===== src/rtl/fft_frame_arbiter_if.sv =====
// FIFO-style port bundle for one side of the arbiter: a read port (input FIFO) and a write port (output FIFO).
// The master drives the enables and write data; the slave owns the FIFO flags and read data.
interface fft_frame_arbiter_if #(
    parameter int DATA_WIDTH = 32
);
    logic                  in_empty;
    logic                  in_rd_en;
    logic [DATA_WIDTH-1:0] in_real_dout;
    logic [DATA_WIDTH-1:0] in_imag_dout;
    logic                  out_full;
    logic                  out_wr_en;
    logic [DATA_WIDTH-1:0] out_real_din;
    logic [DATA_WIDTH-1:0] out_imag_din;

    modport master (
        input  in_empty, in_real_dout, in_imag_dout, out_full,
        output in_rd_en, out_wr_en, out_real_din, out_imag_din
    );

    modport slave (
        output in_empty, in_real_dout, in_imag_dout, out_full,
        input  in_rd_en, out_wr_en, out_real_din, out_imag_din
    );
endinterface


===== src/rtl/fft_frame_arbiter.sv =====
// Frame-granular round-robin arbiter sharing one streaming FFT core between two channels.
// A granted channel keeps the core for one full frame in (FEED) and one full frame out (DRAIN).
module fft_frame_arbiter #(
    parameter int DATA_WIDTH = 32,
    parameter int FFT_N      = 16,
    parameter int CNT_W      = $clog2(FFT_N) + 1
) (
    input  logic                 clock,
    input  logic                 reset,
    fft_frame_arbiter_if.master  ch0,
    fft_frame_arbiter_if.master  ch1,
    fft_frame_arbiter_if.slave   fft,
    output logic                 grant,
    output logic                 busy,
    output logic                 frame_done,
    output logic [15:0]          ch0_frames,
    output logic [15:0]          ch1_frames,
    output logic                 protocol_err
);
    typedef enum logic [1:0] {IDLE, FEED, DRAIN} state_t;

    state_t             state_q, state_d;
    logic               grant_q, grant_d;
    logic               last_grant_q, last_grant_d;
    logic [CNT_W-1:0]   in_cnt_q, in_cnt_d;
    logic [CNT_W-1:0]   out_cnt_q, out_cnt_d;
    logic               frame_done_q, frame_done_d;
    logic               protocol_err_q, protocol_err_d;
    logic [15:0]        frames_q [2];
    logic [15:0]        frames_d [2];

    logic [1:0]            ch_in_empty;
    logic [1:0]            ch_out_full;
    logic [1:0]            ch_in_rd_en;
    logic [1:0]            ch_out_wr_en;
    logic [DATA_WIDTH-1:0] ch_in_real  [2];
    logic [DATA_WIDTH-1:0] ch_in_imag  [2];
    logic [DATA_WIDTH-1:0] ch_out_real [2];
    logic [DATA_WIDTH-1:0] ch_out_imag [2];

    assign ch_in_empty = {ch1.in_empty, ch0.in_empty};
    assign ch_out_full = {ch1.out_full, ch0.out_full};
    assign ch_in_real[0] = ch0.in_real_dout;
    assign ch_in_imag[0] = ch0.in_imag_dout;
    assign ch_in_real[1] = ch1.in_real_dout;
    assign ch_in_imag[1] = ch1.in_imag_dout;

    // Only the granted channel ever sees an enable or non-zero write data.
    for (genvar gi = 0; gi < 2; gi++) begin : g_ch
        localparam logic SEL = 1'(gi);
        assign ch_in_rd_en[gi]  = (state_q == FEED) && (grant_q == SEL) &&
                                  fft.in_rd_en && !ch_in_empty[gi];
        assign ch_out_wr_en[gi] = (state_q == DRAIN) && (grant_q == SEL) &&
                                  fft.out_wr_en && !ch_out_full[gi];
        assign ch_out_real[gi]  = (grant_q == SEL) ? fft.out_real_din : '0;
        assign ch_out_imag[gi]  = (grant_q == SEL) ? fft.out_imag_din : '0;
    end

    assign ch0.in_rd_en     = ch_in_rd_en[0];
    assign ch1.in_rd_en     = ch_in_rd_en[1];
    assign ch0.out_wr_en    = ch_out_wr_en[0];
    assign ch1.out_wr_en    = ch_out_wr_en[1];
    assign ch0.out_real_din = ch_out_real[0];
    assign ch0.out_imag_din = ch_out_imag[0];
    assign ch1.out_real_din = ch_out_real[1];
    assign ch1.out_imag_din = ch_out_imag[1];

    assign fft.in_empty     = (state_q == FEED)  ? ch_in_empty[grant_q] : 1'b1;
    assign fft.out_full     = (state_q == DRAIN) ? ch_out_full[grant_q] : 1'b1;
    assign fft.in_real_dout = ch_in_real[grant_q];
    assign fft.in_imag_dout = ch_in_imag[grant_q];

    assign grant        = grant_q;
    assign busy         = (state_q != IDLE);
    assign frame_done   = frame_done_q;
    assign ch0_frames   = frames_q[0];
    assign ch1_frames   = frames_q[1];
    assign protocol_err = protocol_err_q;

    always_comb begin
        state_d        = state_q;
        grant_d        = grant_q;
        last_grant_d   = last_grant_q;
        in_cnt_d       = in_cnt_q;
        out_cnt_d      = out_cnt_q;
        frame_done_d   = 1'b0;
        frames_d       = frames_q;
        protocol_err_d = protocol_err_q |
                         (fft.out_wr_en & fft.out_full) |
                         (fft.in_rd_en & fft.in_empty);

        case (state_q)
            IDLE: begin
                in_cnt_d = '0;
                // A simultaneous request goes to whoever did not finish the previous frame.
                if (!ch_in_empty[0] && !ch_in_empty[1]) begin
                    grant_d = ~last_grant_q;
                    state_d = FEED;
                end else if (!ch_in_empty[0]) begin
                    grant_d = 1'b0;
                    state_d = FEED;
                end else if (!ch_in_empty[1]) begin
                    grant_d = 1'b1;
                    state_d = FEED;
                end
            end
            FEED: begin
                if (ch_in_rd_en[grant_q]) begin
                    in_cnt_d = in_cnt_q + 1'b1;
                    if (in_cnt_q == CNT_W'(FFT_N - 1)) begin
                        state_d   = DRAIN;
                        out_cnt_d = '0;
                    end
                end
            end
            DRAIN: begin
                if (ch_out_wr_en[grant_q]) begin
                    out_cnt_d = out_cnt_q + 1'b1;
                    if (out_cnt_q == CNT_W'(FFT_N - 1)) begin
                        frame_done_d      = 1'b1;
                        frames_d[grant_q] = frames_q[grant_q] + 16'd1;
                        last_grant_d      = grant_q;
                        state_d           = IDLE;
                    end
                end
            end
            default: state_d = IDLE;
        endcase
    end

    always_ff @(posedge clock or posedge reset) begin
        if (reset) begin
            state_q        <= IDLE;
            grant_q        <= 1'b0;
            last_grant_q   <= 1'b1;
            in_cnt_q       <= '0;
            out_cnt_q      <= '0;
            frame_done_q   <= 1'b0;
            protocol_err_q <= 1'b0;
            frames_q[0]    <= '0;
            frames_q[1]    <= '0;
        end else begin
            state_q        <= state_d;
            grant_q        <= grant_d;
            last_grant_q   <= last_grant_d;
            in_cnt_q       <= in_cnt_d;
            out_cnt_q      <= out_cnt_d;
            frame_done_q   <= frame_done_d;
            protocol_err_q <= protocol_err_d;
            frames_q[0]    <= frames_d[0];
            frames_q[1]    <= frames_d[1];
        end
    end
endmodule

===== src/flat_wrapper.sv =====
// flat-port wrapper written by rule: the top's interface ports become plain ports
module fft_frame_arbiter_flat 
#(
    parameter int DATA_WIDTH = 32,
    parameter int FFT_N      = 16,
    parameter int CNT_W      = $clog2(FFT_N) + 1
)
  (clock, reset, grant, busy, frame_done, ch0_frames, ch1_frames, protocol_err, ch0_in_empty, ch0_in_real_dout, ch0_in_imag_dout, ch0_out_full, ch0_in_rd_en, ch0_out_wr_en, ch0_out_real_din, ch0_out_imag_din, ch1_in_empty, ch1_in_real_dout, ch1_in_imag_dout, ch1_out_full, ch1_in_rd_en, ch1_out_wr_en, ch1_out_real_din, ch1_out_imag_din, fft_in_empty, fft_in_real_dout, fft_in_imag_dout, fft_out_full, fft_in_rd_en, fft_out_wr_en, fft_out_real_din, fft_out_imag_din);
  fft_frame_arbiter_if #(.DATA_WIDTH(DATA_WIDTH)) ch0_i ();
  fft_frame_arbiter_if #(.DATA_WIDTH(DATA_WIDTH)) ch1_i ();
  fft_frame_arbiter_if #(.DATA_WIDTH(DATA_WIDTH)) fft_i ();
  input  logic clock;
  input  logic reset;
  output logic grant;
  output logic busy;
  output logic frame_done;
  output logic [15:0] ch0_frames;
  output logic [15:0] ch1_frames;
  output logic protocol_err;
  input wire logic [$bits(ch0_i.in_empty)-1:0] ch0_in_empty;
  input wire logic [$bits(ch0_i.in_real_dout)-1:0] ch0_in_real_dout;
  input wire logic [$bits(ch0_i.in_imag_dout)-1:0] ch0_in_imag_dout;
  input wire logic [$bits(ch0_i.out_full)-1:0] ch0_out_full;
  output wire logic [$bits(ch0_i.in_rd_en)-1:0] ch0_in_rd_en;
  output wire logic [$bits(ch0_i.out_wr_en)-1:0] ch0_out_wr_en;
  output wire logic [$bits(ch0_i.out_real_din)-1:0] ch0_out_real_din;
  output wire logic [$bits(ch0_i.out_imag_din)-1:0] ch0_out_imag_din;
  input wire logic [$bits(ch1_i.in_empty)-1:0] ch1_in_empty;
  input wire logic [$bits(ch1_i.in_real_dout)-1:0] ch1_in_real_dout;
  input wire logic [$bits(ch1_i.in_imag_dout)-1:0] ch1_in_imag_dout;
  input wire logic [$bits(ch1_i.out_full)-1:0] ch1_out_full;
  output wire logic [$bits(ch1_i.in_rd_en)-1:0] ch1_in_rd_en;
  output wire logic [$bits(ch1_i.out_wr_en)-1:0] ch1_out_wr_en;
  output wire logic [$bits(ch1_i.out_real_din)-1:0] ch1_out_real_din;
  output wire logic [$bits(ch1_i.out_imag_din)-1:0] ch1_out_imag_din;
  output wire logic [$bits(fft_i.in_empty)-1:0] fft_in_empty;
  output wire logic [$bits(fft_i.in_real_dout)-1:0] fft_in_real_dout;
  output wire logic [$bits(fft_i.in_imag_dout)-1:0] fft_in_imag_dout;
  output wire logic [$bits(fft_i.out_full)-1:0] fft_out_full;
  input wire logic [$bits(fft_i.in_rd_en)-1:0] fft_in_rd_en;
  input wire logic [$bits(fft_i.out_wr_en)-1:0] fft_out_wr_en;
  input wire logic [$bits(fft_i.out_real_din)-1:0] fft_out_real_din;
  input wire logic [$bits(fft_i.out_imag_din)-1:0] fft_out_imag_din;
  assign ch0_i.in_empty = ch0_in_empty;
  assign ch0_i.in_real_dout = ch0_in_real_dout;
  assign ch0_i.in_imag_dout = ch0_in_imag_dout;
  assign ch0_i.out_full = ch0_out_full;
  assign ch0_in_rd_en = ch0_i.in_rd_en;
  assign ch0_out_wr_en = ch0_i.out_wr_en;
  assign ch0_out_real_din = ch0_i.out_real_din;
  assign ch0_out_imag_din = ch0_i.out_imag_din;
  assign ch1_i.in_empty = ch1_in_empty;
  assign ch1_i.in_real_dout = ch1_in_real_dout;
  assign ch1_i.in_imag_dout = ch1_in_imag_dout;
  assign ch1_i.out_full = ch1_out_full;
  assign ch1_in_rd_en = ch1_i.in_rd_en;
  assign ch1_out_wr_en = ch1_i.out_wr_en;
  assign ch1_out_real_din = ch1_i.out_real_din;
  assign ch1_out_imag_din = ch1_i.out_imag_din;
  assign fft_in_empty = fft_i.in_empty;
  assign fft_in_real_dout = fft_i.in_real_dout;
  assign fft_in_imag_dout = fft_i.in_imag_dout;
  assign fft_out_full = fft_i.out_full;
  assign fft_i.in_rd_en = fft_in_rd_en;
  assign fft_i.out_wr_en = fft_out_wr_en;
  assign fft_i.out_real_din = fft_out_real_din;
  assign fft_i.out_imag_din = fft_out_imag_din;
  fft_frame_arbiter #(.DATA_WIDTH(DATA_WIDTH), .FFT_N(FFT_N), .CNT_W(CNT_W)) u_core (.clock(clock), .reset(reset), .ch0(ch0_i), .ch1(ch1_i), .fft(fft_i), .grant(grant), .busy(busy), .frame_done(frame_done), .ch0_frames(ch0_frames), .ch1_frames(ch1_frames), .protocol_err(protocol_err));
endmodule

===== config.mk =====
export PLATFORM = sky130hd
export DESIGN_NAME = fft_frame_arbiter_flat
export DESIGN_NICKNAME = d
export VERILOG_FILES = /design/src/rtl/fft_frame_arbiter_if.sv /design/src/rtl/fft_frame_arbiter.sv /design/src/flat_wrapper.sv
export SDC_FILE = /design/constraint.sdc
export NUM_CORES = 1
export LEC_CHECK = 0
export ABC_AREA = 1
export CAP_MARGIN = 20
export CORE_AREA = 2 2 167 169
export CTS_CLUSTER_DIAMETER = 30
export DETAILED_ROUTE_END_ITERATION = 16
export DIE_AREA = 0 0 169 171
export MAX_ROUTING_LAYER = met4
export PLACE_DENSITY = 0.6
export SYNTH_ARGS = -nofsm -noshare
export SYNTH_HDL_FRONTEND = slang
export SYNTH_SLANG_ARGS = --single-unit

===== constraint.sdc =====
create_clock -name clock -period 1.82 [get_ports clock]
set_input_delay 0.182 -clock clock [delete_from_list [all_inputs] [get_ports clock]]
set_output_delay 0.182 -clock clock [all_outputs]
set_load 0.005 [all_outputs]

==> impl_metrics.tcl <==
set metrics [dict create \
    outcome "finished with violations" \
    ys_seq_area_frac 0.250 \
    cts_tree "yes" \
    clockPowerShare 0.108 \
    drt-initial-drc-count 291 \
    area_growth_pct 118 \
    synthFlopType "dfrtp_1" \
    drcViolationCount 0 \
    maxCapViolations 0 \
    syn_inst 873 \
    crit_arrival_ns 2.14 \
    cts.sinks 48 \
    hold_class "input port to asynchronous set/reset pin" \
    p_switching_uw 3730 \
    syn_avg_cell_area_um2 5.51 \
    die_y_um 171 \
    violations "setup timing" \
    wl_um 27300 \
    yosys.area.top_type "nand2_1" \
    slew_headroom 0.703 \
    htreeDepth 2 \
    ant_nets 0 \
    cp-start-kind "flop" \
    ys_ff_latch 48 \
    initial_core_util 0.176 \
    cts_inserted_buffers 5 \
    setup.worst_path.end_class "flop" \
    io-pin-count 434 \
    portBuffers 433 \
    syn_area_um2 4810 \
    grt-ovfl-total 0 \
    worst_r2r_path_depth 14 \
    grt_pass1_vias 6533 \
    antenna_found_initial 17 \
    synth_top_area_share 0.315 \
    p_per_area_nw_per_um2 848 \
    fin_crit_ns 1.94 \
    clock_path_buffers 2 \
    finClkSkew_ns 0.00885 \
    setup_viol 37 \
    critPathRequiredTime_ns 2.01 \
    drive_gt1_frac 0.245 \
    hold_buffers 0 \
    syn_nets 1078 \
    post-place-ws_ns -0.109 \
    peakVddDrop_mv 0.412 \
    fmax_ghz 0.514 \
    place_hpwl_um 21500 \
    switching_share 0.420 \
    r2r_setup_slack_ns -0.12 \
    combPwrFrac 0.750 \
    stdcell_count 1719 \
    first_pass_iters 5 \
    yosysUniqueCellTypes 36 \
    via_count 7051 \
    min_period_over_period 1.07 \
    clock_latency_ns 0.30 \
    p_leak_uw 0.00619 \
    rsz0062_at_grt "true" \
    reg2reg_from "u_core.grant" \
    final_nets 1568 \
    routabilityCongestion 0.839 \
    ys_top_cells_by_area "nand2_1 (31%), dfrtp_1 (24%), inv_1 (14%)" \
    synth_edf_count 0 \
    r2r_end "u_core.ch0_frames[15]" \
    core-area_um2 27300 \
    wl_per_cell_um 15.9 \
    p_seq_frac 0.141 \
    dieWidth_um 169 \
    async_flop_share 1.00 \
    die_area_um2 28900 \
    ys_warn_count 0 \
    cts_root_buffer "clkbuf_16" \
    clk_pin_slew_worst_paths_ns 0.06 \
    grt_max_degree 43 \
    setup_slack_ns -0.125 \
    intPower_uw 5150 \
    path_max_fanout 8 \
    grt_first_pass_wirelength_um 37000 \
    post-place-cells 1660 \
    final-hold-violation-count 0 \
    crit_type "flop to flop" \
    grtUsageTotal 0.174 \
    avgViaCountPerCell 4.10 \
    slew_viol_final 0 \
    worstMarginPinSlew_ns 0.445 \
    rows 61 \
]
## cell usage in the layout, fill, tap and decap left out, types with 3 or more instances in the layout
cell type | Yosys | routed
buf_4 | 1 | 45
nor2_4 | 7 | 12
buf_16 | 0 | 3
nand2_2 | 12 | 37
diode_2 | 0 | 9
nand2_4 | 1 | 9
clkbuf_2 | 0 | 104
clkdlybuf4s50_1 | 0 | 240
dfrtp_1 | 47 | 46
o21ai_1 | 5 | 9
nand3_1 | 20 | 16
nand4_1 | 5 | 5
buf_8 | 1 | 7
nand2_1 | 403 | 370
buf_12 | 0 | 13
a21oi_1 | 4 | 4
nor2_2 | 3 | 22
inv_2 | 2 | 6
nand3_2 | 1 | 4
buf_2 | 21 | 7
ha_1 | 5 | 4
dlymetal6s2s_1 | 0 | 32
nor4_4 | 0 | 3
nor2_1 | 86 | 62
clkbuf_16 | 0 | 11
inv_1 | 180 | 174
o21ai_2 | 8 | 11
o21ai_0 | 19 | 12
xor2_2 | 1 | 7
buf_6 | 8 | 17
dlygate4sd2_1 | 0 | 44
clkdlybuf4s15_1 | 0 | 4
## cell usage after synthesis, drive strengths merged (4+ instances only)
cell,number
nand2,416
inv,183
nor2,97
dfrtp,47
o21ai,32
buf,31
nand3,22
clkbuf,9
nand4,7
xor2,7
ha,5
a21oi,4
nor4,4
## cell families (layout without fill, tap and decap cells)
group	Yosys count	in the layout	synth area share
AND/OR/NAND/NOR	550	550	0.477
buffers and inverters	223	714	0.196
flip-flops	48	48	0.250
AO/OA/AOI/OAI	40	40	0.0500
XOR/XNOR	7	7	0.0143
adder cells (fa/ha/maj)	5	5	0.0130
other	0	9	0
## cell type report
class                   instances  area, um2
diodes                          9       22.5
multi-input cells             602       3020
repair buffers                523       4940
fillers                      2934      16800
inverters                     183        706
well taps                     346        433
flip-flops and latches         48       1210
clock buffers                   7        143
clock inverters                 1       7.51
## metrics by stage
step	cell area, um2	util	power [uW]	hold WS, ns	TNS, ns
2_1_floorplan	4810	-	3700	0.289	0
3_3_place_gp	9770	0.358	7310	0.475	-0.128
3_5_place_dp	9770	0.358	7310	0.487	-0.194
4_1_cts	10100	0.369	8230	0.224	-9.46
5_1_grt	10500	0.383	9560	0.250	-6.12
6_report	10500	0.383	8890	0.209	-2.49
## power by group through the flow
stage	sequential (uW)	clock, uW	combinational (uW)
after CTS	1250	987	5990
after global routing	1270	1030	7260
after global placement	1270	0	6040
after floorplan	1230	0	2470
final	1260	962	6670
after detailed placement	1270	0	6040
## critical path: stages, from the launching register on
cell and delay [ns]:
dfrtp_4 0.51, clkinv_8 0.10, buf_8 0.14, buf_6 0.13, buf_12 0.14, nand2_4 0.06, nand2_4 0.06, nor2_4 0.16
nand2_4 0.08, nor2_8 0.18, nand2_1 0.07, nand2_1 0.06, nand2_1 0.06, nand2_1 0.06, nand2_1 0.04
## routing by layer
layer  GRT usage  vias to the layer above  share of wire
met5           -                        -              0
li1            -                     3509              -
met1       0.195                     3164           0.39
met3      0.0564                       50          0.093
met4      0.0442                        0          0.027
met2       0.301                      328           0.49
## timing repair
action / in CTS / in global routing
resized for setup: 199 / 373
pin swaps: 13 / 33
gates cloned: 2 / 8
endpoints found under the setup margin: 203 / 170
buffers inserted: 12 / 21
## worst max-delay path by stage
stage | from | endpoint | slack, ns | cells after the start
floorplan | u_core.grant | u_core.ch1_frames[8] | 0.04 | 12
global placement | fft_out_wr_en | ch0_out_wr_en | -0.12 | 5
detailed placement | fft_out_wr_en | ch0_out_wr_en | -0.11 | 5
CTS | u_core.grant | fft_in_real_dout[6] | -0.25 | 5
global route | u_core.grant | u_core.ch1_frames[15] | -0.22 | 14
finish | u_core.grant | u_core.ch0_frames[15] | -0.12 | 14
## state kept, by name, summed over array words and instances, names as in the netlist
register and cells:
u_core.ch0_frames 16, u_core.ch1_frames 16, u_core.frame_done 1, u_core.grant 1, u_core.in_cnt_q 5, u_core.last_grant_q 1
u_core.out_cnt_q 5, u_core.protocol_err 1, u_core.state_q 2
No activity file was read; power rests on OpenSTA's default activity.
